$ cat src/rtl/data_cache.sv
// Direct-mapped, write-through, no-write-allocate data cache for the memory stage.
// Refills a 4-word line over a single-beat backing-memory port; stores go straight through.
module data_cache #(
    parameter int unsigned DATA_WIDTH     = 32,
    parameter int unsigned NUM_SETS       = 16,
    parameter int unsigned WORDS_PER_LINE = 4
) (
    input  logic                  clk,
    input  logic                  rst,
    input  logic [DATA_WIDTH-1:0] ALUResultM,
    input  logic [DATA_WIDTH-1:0] WriteDataM,
    input  logic                  MemWriteM,
    input  logic                  MemReadM,
    input  logic [2:0]            AddressingControlM,
    output logic [DATA_WIDTH-1:0] ReadDataM,
    output logic                  StallMem,
    output logic                  mem_req,
    output logic                  mem_we,
    output logic [DATA_WIDTH-1:0] mem_addr,
    output logic [DATA_WIDTH-1:0] mem_wdata,
    output logic [3:0]            mem_wstrb,
    input  logic                  mem_ready,
    input  logic [DATA_WIDTH-1:0] mem_rdata
);

    localparam int unsigned IdxW = $clog2(NUM_SETS);
    localparam int unsigned TagW = DATA_WIDTH - 4 - IdxW;

    typedef enum logic [1:0] {StIdle, StRefill, StWrite} state_e;

    state_e                state_q, state_d;
    logic [1:0]            cnt_q, cnt_d;
    logic [NUM_SETS-1:0]   valid_q;
    logic [TagW-1:0]       tag_q  [NUM_SETS];
    logic [DATA_WIDTH-1:0] data_q [NUM_SETS][WORDS_PER_LINE];

    logic [TagW-1:0]       addr_tag;
    logic [IdxW-1:0]       addr_idx;
    logic [1:0]            word_sel;
    logic [1:0]            offset;
    logic                  hit;
    logic [DATA_WIDTH-1:0] line_word;
    logic [7:0]            byte_lane;
    logic [15:0]           half_lane;
    logic [DATA_WIDTH-1:0] load_data;
    logic [3:0]            strb;
    logic                  fill_en;
    logic                  store_en;
    logic                  clr_valid;

    assign addr_tag  = ALUResultM[DATA_WIDTH-1 -: TagW];
    assign addr_idx  = ALUResultM[4 +: IdxW];
    assign word_sel  = ALUResultM[3:2];
    assign offset    = ALUResultM[1:0];
    assign hit       = valid_q[addr_idx] && (tag_q[addr_idx] == addr_tag);
    assign line_word = data_q[addr_idx][word_sel];

    // Load lane selection and sign/zero extension
    always_comb begin
        case (offset)
            2'd0:    byte_lane = line_word[7:0];
            2'd1:    byte_lane = line_word[15:8];
            2'd2:    byte_lane = line_word[23:16];
            default: byte_lane = line_word[31:24];
        endcase
        half_lane = offset[1] ? line_word[31:16] : line_word[15:0];
        case (AddressingControlM)
            3'b000:  load_data = {{24{byte_lane[7]}}, byte_lane};
            3'b001:  load_data = {{16{half_lane[15]}}, half_lane};
            3'b100:  load_data = {24'h0, byte_lane};
            3'b101:  load_data = {16'h0, half_lane};
            default: load_data = line_word;
        endcase
    end

    // Store data replicated across lanes so the strobe alone picks the bytes
    always_comb begin
        case (AddressingControlM[1:0])
            2'b00: begin
                strb      = 4'b0001 << offset;
                mem_wdata = {4{WriteDataM[7:0]}};
            end
            2'b01: begin
                strb      = offset[1] ? 4'b1100 : 4'b0011;
                mem_wdata = {2{WriteDataM[15:0]}};
            end
            default: begin
                strb      = 4'b1111;
                mem_wdata = WriteDataM;
            end
        endcase
    end

    always_comb begin
        state_d   = state_q;
        cnt_d     = cnt_q;
        StallMem  = 1'b0;
        ReadDataM = '0;
        mem_req   = 1'b0;
        mem_we    = 1'b0;
        mem_addr  = {ALUResultM[DATA_WIDTH-1:2], 2'b00};
        mem_wstrb = 4'b0000;
        fill_en   = 1'b0;
        store_en  = 1'b0;
        clr_valid = 1'b0;
        case (state_q)
            StIdle: begin
                if (MemWriteM) begin
                    StallMem = 1'b1;
                    state_d  = StWrite;
                end else if (MemReadM) begin
                    if (hit) begin
                        ReadDataM = load_data;
                    end else begin
                        StallMem  = 1'b1;
                        clr_valid = 1'b1;
                        cnt_d     = 2'd0;
                        state_d   = StRefill;
                    end
                end
            end
            StRefill: begin
                StallMem = 1'b1;
                mem_req  = 1'b1;
                mem_addr = {ALUResultM[DATA_WIDTH-1:4], cnt_q, 2'b00};
                if (mem_ready) begin
                    fill_en = 1'b1;
                    cnt_d   = cnt_q + 2'd1;
                    if (cnt_q == 2'd3) state_d = StIdle;
                end
            end
            StWrite: begin
                mem_req   = 1'b1;
                mem_we    = 1'b1;
                mem_wstrb = strb;
                if (mem_ready) begin
                    store_en = hit;
                    state_d  = StIdle;
                end else begin
                    StallMem = 1'b1;
                end
            end
            default: state_d = StIdle;
        endcase
    end

    always_ff @(posedge clk or negedge rst) begin
        if (!rst) begin
            state_q <= StIdle;
            cnt_q   <= 2'd0;
            valid_q <= '0;
        end else begin
            state_q <= state_d;
            cnt_q   <= cnt_d;
            if (clr_valid) valid_q[addr_idx] <= 1'b0;
            if (fill_en && cnt_q == 2'd3) valid_q[addr_idx] <= 1'b1;
        end
    end

    // Line data and tags need no reset; validity alone guards them
    always_ff @(posedge clk) begin
        if (fill_en) begin
            data_q[addr_idx][cnt_q] <= mem_rdata;
            if (cnt_q == 2'd3) tag_q[addr_idx] <= addr_tag;
        end
        if (store_en) begin
            for (int b = 0; b < 4; b++) begin
                if (strb[b]) data_q[addr_idx][word_sel][8*b +: 8] <= mem_wdata[8*b +: 8];
            end
        end
    end

endmodule

$ cat config.mk
export PLATFORM = sky130hd
export DESIGN_NAME = data_cache
export DESIGN_NICKNAME = d
export VERILOG_FILES = /design/src/rtl/data_cache.sv
export SDC_FILE = /design/constraint.sdc
export NUM_CORES = 2
export LEC_CHECK = 0
export BUFFER_PORTS_ARGS = -buffer_cell sky130_fd_sc_hd__buf_2
export CAP_MARGIN = 20
export CORE_ASPECT_RATIO = 0.7
export CORE_MARGIN = 8
export CORE_UTILIZATION = 50
export CTS_CLUSTER_DIAMETER = 60
export DETAILED_ROUTE_END_ITERATION = 12
export GPL_TIMING_DRIVEN = 0
export PLACE_DENSITY = 0.68
export SLEW_MARGIN = 10
export SYNTH_ARGS = -nofsm -noshare
export SYNTH_HDL_FRONTEND = slang
export SYNTH_SLANG_ARGS = --single-unit
$ cat constraint.sdc
create_clock -name clk -period 6.4 [get_ports clk]
set_input_delay 1.28 -clock clk [delete_from_list [all_inputs] [get_ports clk]]
set_output_delay 1.28 -clock clk [all_outputs]
set_load 0.005 [all_outputs]
## Word-level counts from Yosys, hierarchy flattened

Memories as Yosys holds them, arrays and structs flattened.
Index checks and enable logic that the tools add are counted.

- Register bits after elaboration: 20
- Bits in writable memories: 2,432
- Input port bits: 104
- Output and inout port bits: 103
- Word-level logic and storage cells: 1,146
- Memories: 2

- Add/subtract/negate cells: 1
- Magnitude comparators: 6
- Equal/unequal tests: 18
- Shift operators: 1
- Mux-type cells: 585
- Bitwise gates (word level): 517
- Reductions and logical operators: 13

Memories:

| name | depth | width | rd ports | clocked after Yosys merged registers in | write ports | line | source |
|---|---|---|---|---|---|---|---|
| data_q | 16 | 128 | 1 | 0 | 1 | 35 | `logic [DATA_WIDTH-1:0] data_q [NUM_SETS][WORDS_PER_LINE];` |
| tag_q | 16 | 24 | 1 | 0 | 1 | 34 | `logic [TagW-1:0] tag_q [NUM_SETS];` |

Operator list:

| kind | count |
|---|---|
| 128-bit 2-to-1 mux | 5 |
| 1-bit 2-to-1 mux | 538 |
| 1-bit OR | 512 |
| 32-bit demux with 2-bit select | 5 |
| 32-bit 2-to-1 mux | 8 |
| 32-bit one-hot mux with 4 select lines | 1 |
| 32-bit binary-select mux with 2-bit select | 1 |
| 16-bit 2-to-1 mux | 4 |
| 32-bit one-hot mux with 2 select lines | 1 |
| 24-bit equality test | 1 |
| 24-bit 2-to-1 mux | 1 |
| 8-bit one-hot mux with 3 select lines | 1 |
| 2-bit 2-to-1 mux | 10 |
| 16-bit AND | 1 |
| 16-bit NOT | 1 |
| 16-bit OR | 1 |
| 4-bit 2-to-1 mux | 3 |
| 2-bit inequality test, second input constant | 6 |
| 5-bit AND reduction | 2 |
| 8-bit 2-to-1 mux | 1 |
| 4-bit one-hot mux with 2 select lines | 1 |
| 2-bit by 1-bit equality test with 1-bit output, second input constant | 3 |
| 2-bit equality test, second input constant | 3 |
| 3-bit equality test, second input constant | 2 |
| 19 further kinds | 29 |

## Longest topological paths before layout

- Depth after elaboration: 11
- Mapped depth: 16
- Gate-level depth less buffers: 9

## Worst setup path before layout

Ideal clock, no wire load.

- Path type: input-to-output
- From: input ALUResultM[4]
- To: output ReadDataM[1]
- Arrival: 4.735 ns
- Required time: 5.120 ns
- Slack: 0.385 ns
- Cell stages on the path: 14
- Path buffers: 6
- Cells stage by stage: buf_6 buf_6 buf_6 buf_2 clkbuf_1 buf_1 mux4_2 mux4_2 mux4_2 nand2_1 a21oi_1 a21oi_1 o21ai_0 and2_1

- Longest elaborated chain between the ends: 10
- Elaborated cells between the ends (all ways): 16
- Classes of those cells: eq/ne: 1; mux: 12; reduce/logical: 1; memory: 2

RTL lines:

| what | line | source |
|---|---|---|
| from (decl) | 10 | `input logic [DATA_WIDTH-1:0] ALUResultM,` |
| memory read 16 x 128 bit | n/a |  |
| 32-bit binary-select mux with 2-bit select | 56 | `assign line_word = data_q[addr_idx][word_sel];` |
| 32-bit 2-to-1 mux (not written as such) (2 in series) | 56 |  |
| 8-bit one-hot mux with 3 select lines or 16-bit 2-to-1 mux (tied branches) | 60, 66 |  |
| 32-bit one-hot mux with 4 select lines | 67 | `case (AddressingControlM)` |
| 32-bit 2-to-1 mux (*) | 112 | `if (hit) begin` |
| 32-bit 2-to-1 mux (*) | 111 | `end else if (MemReadM) begin` |
| 32-bit 2-to-1 mux (*) | 108 | `if (MemWriteM) begin` |
| 32-bit 2-to-1 mux (*) | 106 | `case (state_q)` |
| to (decl) | 15 | `output logic [DATA_WIDTH-1:0] ReadDataM,` |

Every way passes the cells marked *; elsewhere a longest branch is shown, timed or not. The select of a mux whose other input is x is not followed.

## Final worst setup path

- From: input ALUResultM[6]
- To: output ReadDataM[0]

The elaborated chain is that of the path after synthesis.

==> results.sh <==
export IMPL_outcome="finished with violations"
export IMPL_violations="setup timing"
export IMPL_intPower_w=0.02578
export IMPL_synth_seq_cells=2452
export IMPL_holdBufCountCts=0
export IMPL_die_area_mm2=0.2117
export IMPL_rows=136
export IMPL_place_congestion=0.9239
export IMPL_path_class="input pin to output pin"
export IMPL_yosysSeqAreaShare_pct=74.63
export IMPL_postLayoutCellArea_mm2=0.1131
export IMPL_report_final_slew_viol_count=0
export IMPL_crit_path_end_kind="output pin"
export IMPL_p_per_area_mw_per_mm2=296.4
export IMPL_worst_path_max_delay_cell="mux4_2"
export IMPL_seqPwrFrac_pct=53.1
export IMPL_post_drt_wl_per_cell_um=38.92
export IMPL_tns_ps=-178.6
export IMPL_synth_ff_type="edfxtp_1"
export IMPL_vias_per_cell=6.790
export IMPL_clkPwrFrac_pct=38.9
export IMPL_fmax_mhz=155.1
export IMPL_setup_viol=15
export IMPL_crit_required_ps=5120
export IMPL_yosysWarnings=0
export IMPL_p_leak_nw=36.07
export IMPL_start_util_pct=50.26
export IMPL_cts_buffers=229
export IMPL_r2r_cells=12
export IMPL_grt_pass1_vias=50440
export IMPL_hold_viol=0
export IMPL_worst_pin_slew_ps=1268
export IMPL_ctsRootBufferMaster="clkbuf_16"
export IMPL_num_fill_cells=14110
export IMPL_async_flop_share_pct=0.8157
export IMPL_vdd_drop_max_uv=239.1
export IMPL_worst_path_stages=13
export IMPL_swShare_pct=23.06
export IMPL_fin_hold_ws_ps=376.8
export IMPL_crit_path_start_kind="input pin"
export IMPL_path_buf_inv=8
export IMPL_grt_max_degree=25
export IMPL_io_buffers=198
export IMPL_crit_chain="buf_2 -> buf_4 -> buf_8 -> clkbuf_8 -> clkbuf_8 -> clkbuf_4 -> buf_12 -> mux4_2 -> mux4_2 -> a21boi_0 -> o221ai_1 -> and2_1 -> buf_2"
export IMPL_fin_crit_sh_pct=100.7
export IMPL_die_x_um=546.6
export IMPL_max_stage_delay_ps=680
export IMPL_crit_fanout=10
export IMPL_clk_path_buf_depth=4
export IMPL_avgSynthCellArea_um2=22.04
export IMPL_num_vias=53250
export IMPL_grt_pass1_wl_mm=414.8
export IMPL_cts_tree="yes"
export IMPL_ys_types=65
export IMPL_final_setup_skew_ps=43.04
export IMPL_dieHeight_um=387.4
export IMPL_drive_gt1_share_pct=35.05
export IMPL_relSlewSlack_pct=15.17
export IMPL_drv_cap=0
export IMPL_drt_wl_total_mm=305.2
export IMPL_fin_ws_ps=-45.77
export IMPL_fin_crit_ps=6446
export IMPL_path_clk_slew_ps=70
export IMPL_min_path_type="input pin to asynchronous set/reset pin"
export IMPL_ant_nets=0
export IMPL_grt_usage_pct=28.14
export IMPL_dpl_instance_area_mm2=0.1040
export IMPL_nets=5137
export IMPL_synth_edf_count=2432
export IMPL_rsz0062_at_grt="yes"
export IMPL_synth_cell_area_mm2=0.09853
export IMPL_clk_latency_ps=890
export IMPL_dr_pass1_iters=6
export IMPL_drt_iter0_markers=9480
export IMPL_arrival_ps=5170
export IMPL_antenna_found_initial=22
export IMPL_syn_inst=4471
export IMPL_cts_max_level=4
export IMPL_critPathTopFamily="buffers and inverters"
export IMPL_dp_hpwl_mm=210.1
export IMPL_gr_total_overflow=0
export IMPL_cts_sinks=2452
export IMPL_pwr_share_comb_pct=8.0
export IMPL_io_pins=207
export IMPL_core_region_area_mm2=0.1960
export IMPL_p_switching_w=0.007725
export IMPL_area_growth_pct=14.75
export IMPL_drc=0
==> metrics by stage <==
step           worst slack, ps  total power, W  utilization [%]  std cells
4_1_cts                  3.265         0.03339            57.29       7771
3_3_place_gp             -3112         0.02051            52.44       7292
3_5_place_dp             -2038         0.02060            53.07       7348
2_1_floorplan            384.7         0.01944                -       4472
5_1_grt                 -53.07         0.03415            57.65       7825
6_report                -45.77         0.03351            57.67       7842
==> area by class of cell <==
type	instances	area (um2)	share of cell area [%]
Sequential cell	2452	73530	65.04
Multi-Input combinational cell	1677	23490	20.77
Clock buffer	276	5949	5.262
Tap cell	2622	3281	2.902
Buffer	303	2864	2.533
Timing Repair Buffer	324	2773	2.452
Clock inverter	129	978.4	0.8654
Inverter	38	142.6	0.1262
Antenna cell	21	52.55	0.04648
==> registers in the layout, summed over array words and instances (netlist names) <==
signal,cells
valid_q,16
cnt_q,2
data_q,2048
tag_q,384
state_q,2
==> power groups by stage <==
stage | Combinational, W | Sequential (W) | Clock (W)
after floorplan | 0.00132 | 0.0181 | 0
after global placement | 0.00238 | 0.0181 | 0
after detailed placement | 0.00246 | 0.0181 | 0
after CTS | 0.00257 | 0.0178 | 0.0130
after global routing | 0.00275 | 0.0178 | 0.0136
final | 0.00269 | 0.0178 | 0.0130
==> placed cells by master (no fill, tap or decap), types with 30 or more instances in the layout <==
cell       instances
buf_6             45
a22oi_1           30
clkinv_2          45
edfxtp_1        2432
mux2i_1           86
clkbuf_2          30
clkbuf_16        238
clkinv_1          56
buf_4            112
mux2_2           142
buf_8             51
buf_2            233
nor2_1           277
inv_1             37
clkbuf_1          87
nand2_1           70
buf_12            43
mux4_2           760
==> final timing paths <==
kind	start	end	slack [ps]
setup / recovery	ALUResultM[6]	ReadDataM[0]	-50
hold / removal	rst	valid_q[12]$_DFF_PN0_	380
setup reg to reg	tag_q[12][22]$_DFFE_PP_	data_q[13][116]$_DFFE_PP_	910
hold reg to reg	valid_q[7]$_DFF_PN0_	valid_q[7]$_DFF_PN0_	530
max in group asynchronous	rst	valid_q[13]$_DFF_PN0_	5640
min in group clk	valid_q[7]$_DFF_PN0_	valid_q[7]$_DFF_PN0_	530
==> worst register-to-register path, cell delays in order, from the launching register on <==
cell and delay (ps):
edfxtp_1 370, mux4_2 480, mux2i_2 350, nor2_1 60
or4_1 530, nor4_1 380, o21a_1 250, nand3_2 320
buf_2 370, buf_2 300, o31a_1 500, buf_2 270
nor2_1 910
==> cell usage after synthesis, drive strengths merged, types with 22 or more instances <==
cell	instances	share of area [%]
mux2i	87	0.88
inv	37	0.14
nand2	73	0.28
nor2	294	1.1
mux4	760	17
clkbuf	120	0.46
o22ai	22	0.14
buf	185	1.1
a21oi	23	0.12
a22oi	30	0.23
mux2	150	1.7
edfxtp	2432	74
==> logic make-up after synthesis <==
kind of cell,Yosys count,synth area share (%)
buf+inv,343,1.727
other cells,1,0.003806
simple gates,459,1.998
mux,997,19.97
compound gates,186,1.349
xor+xnor,25,0.2222
fa+ha+maj,8,0.1016
flops,2452,74.63
==> routing by layer <==
metal  global-route usage (%)  part of all wire, %
met2                    38.18                   41
met4                    10.29                  4.5
met1                    41.51                   38
met5                        0                0.034
met3                    10.81                   16
==> what timing repair did <==
item,CTS,global route
endpoints found under the hold margin,0,0
gates resized for setup,403,45
buffers inserted,19,21
pin swaps,1,3
cloned,0,3
endpoints found under the setup margin,267,31
No activity file was read; power rests on OpenSTA's default activity.
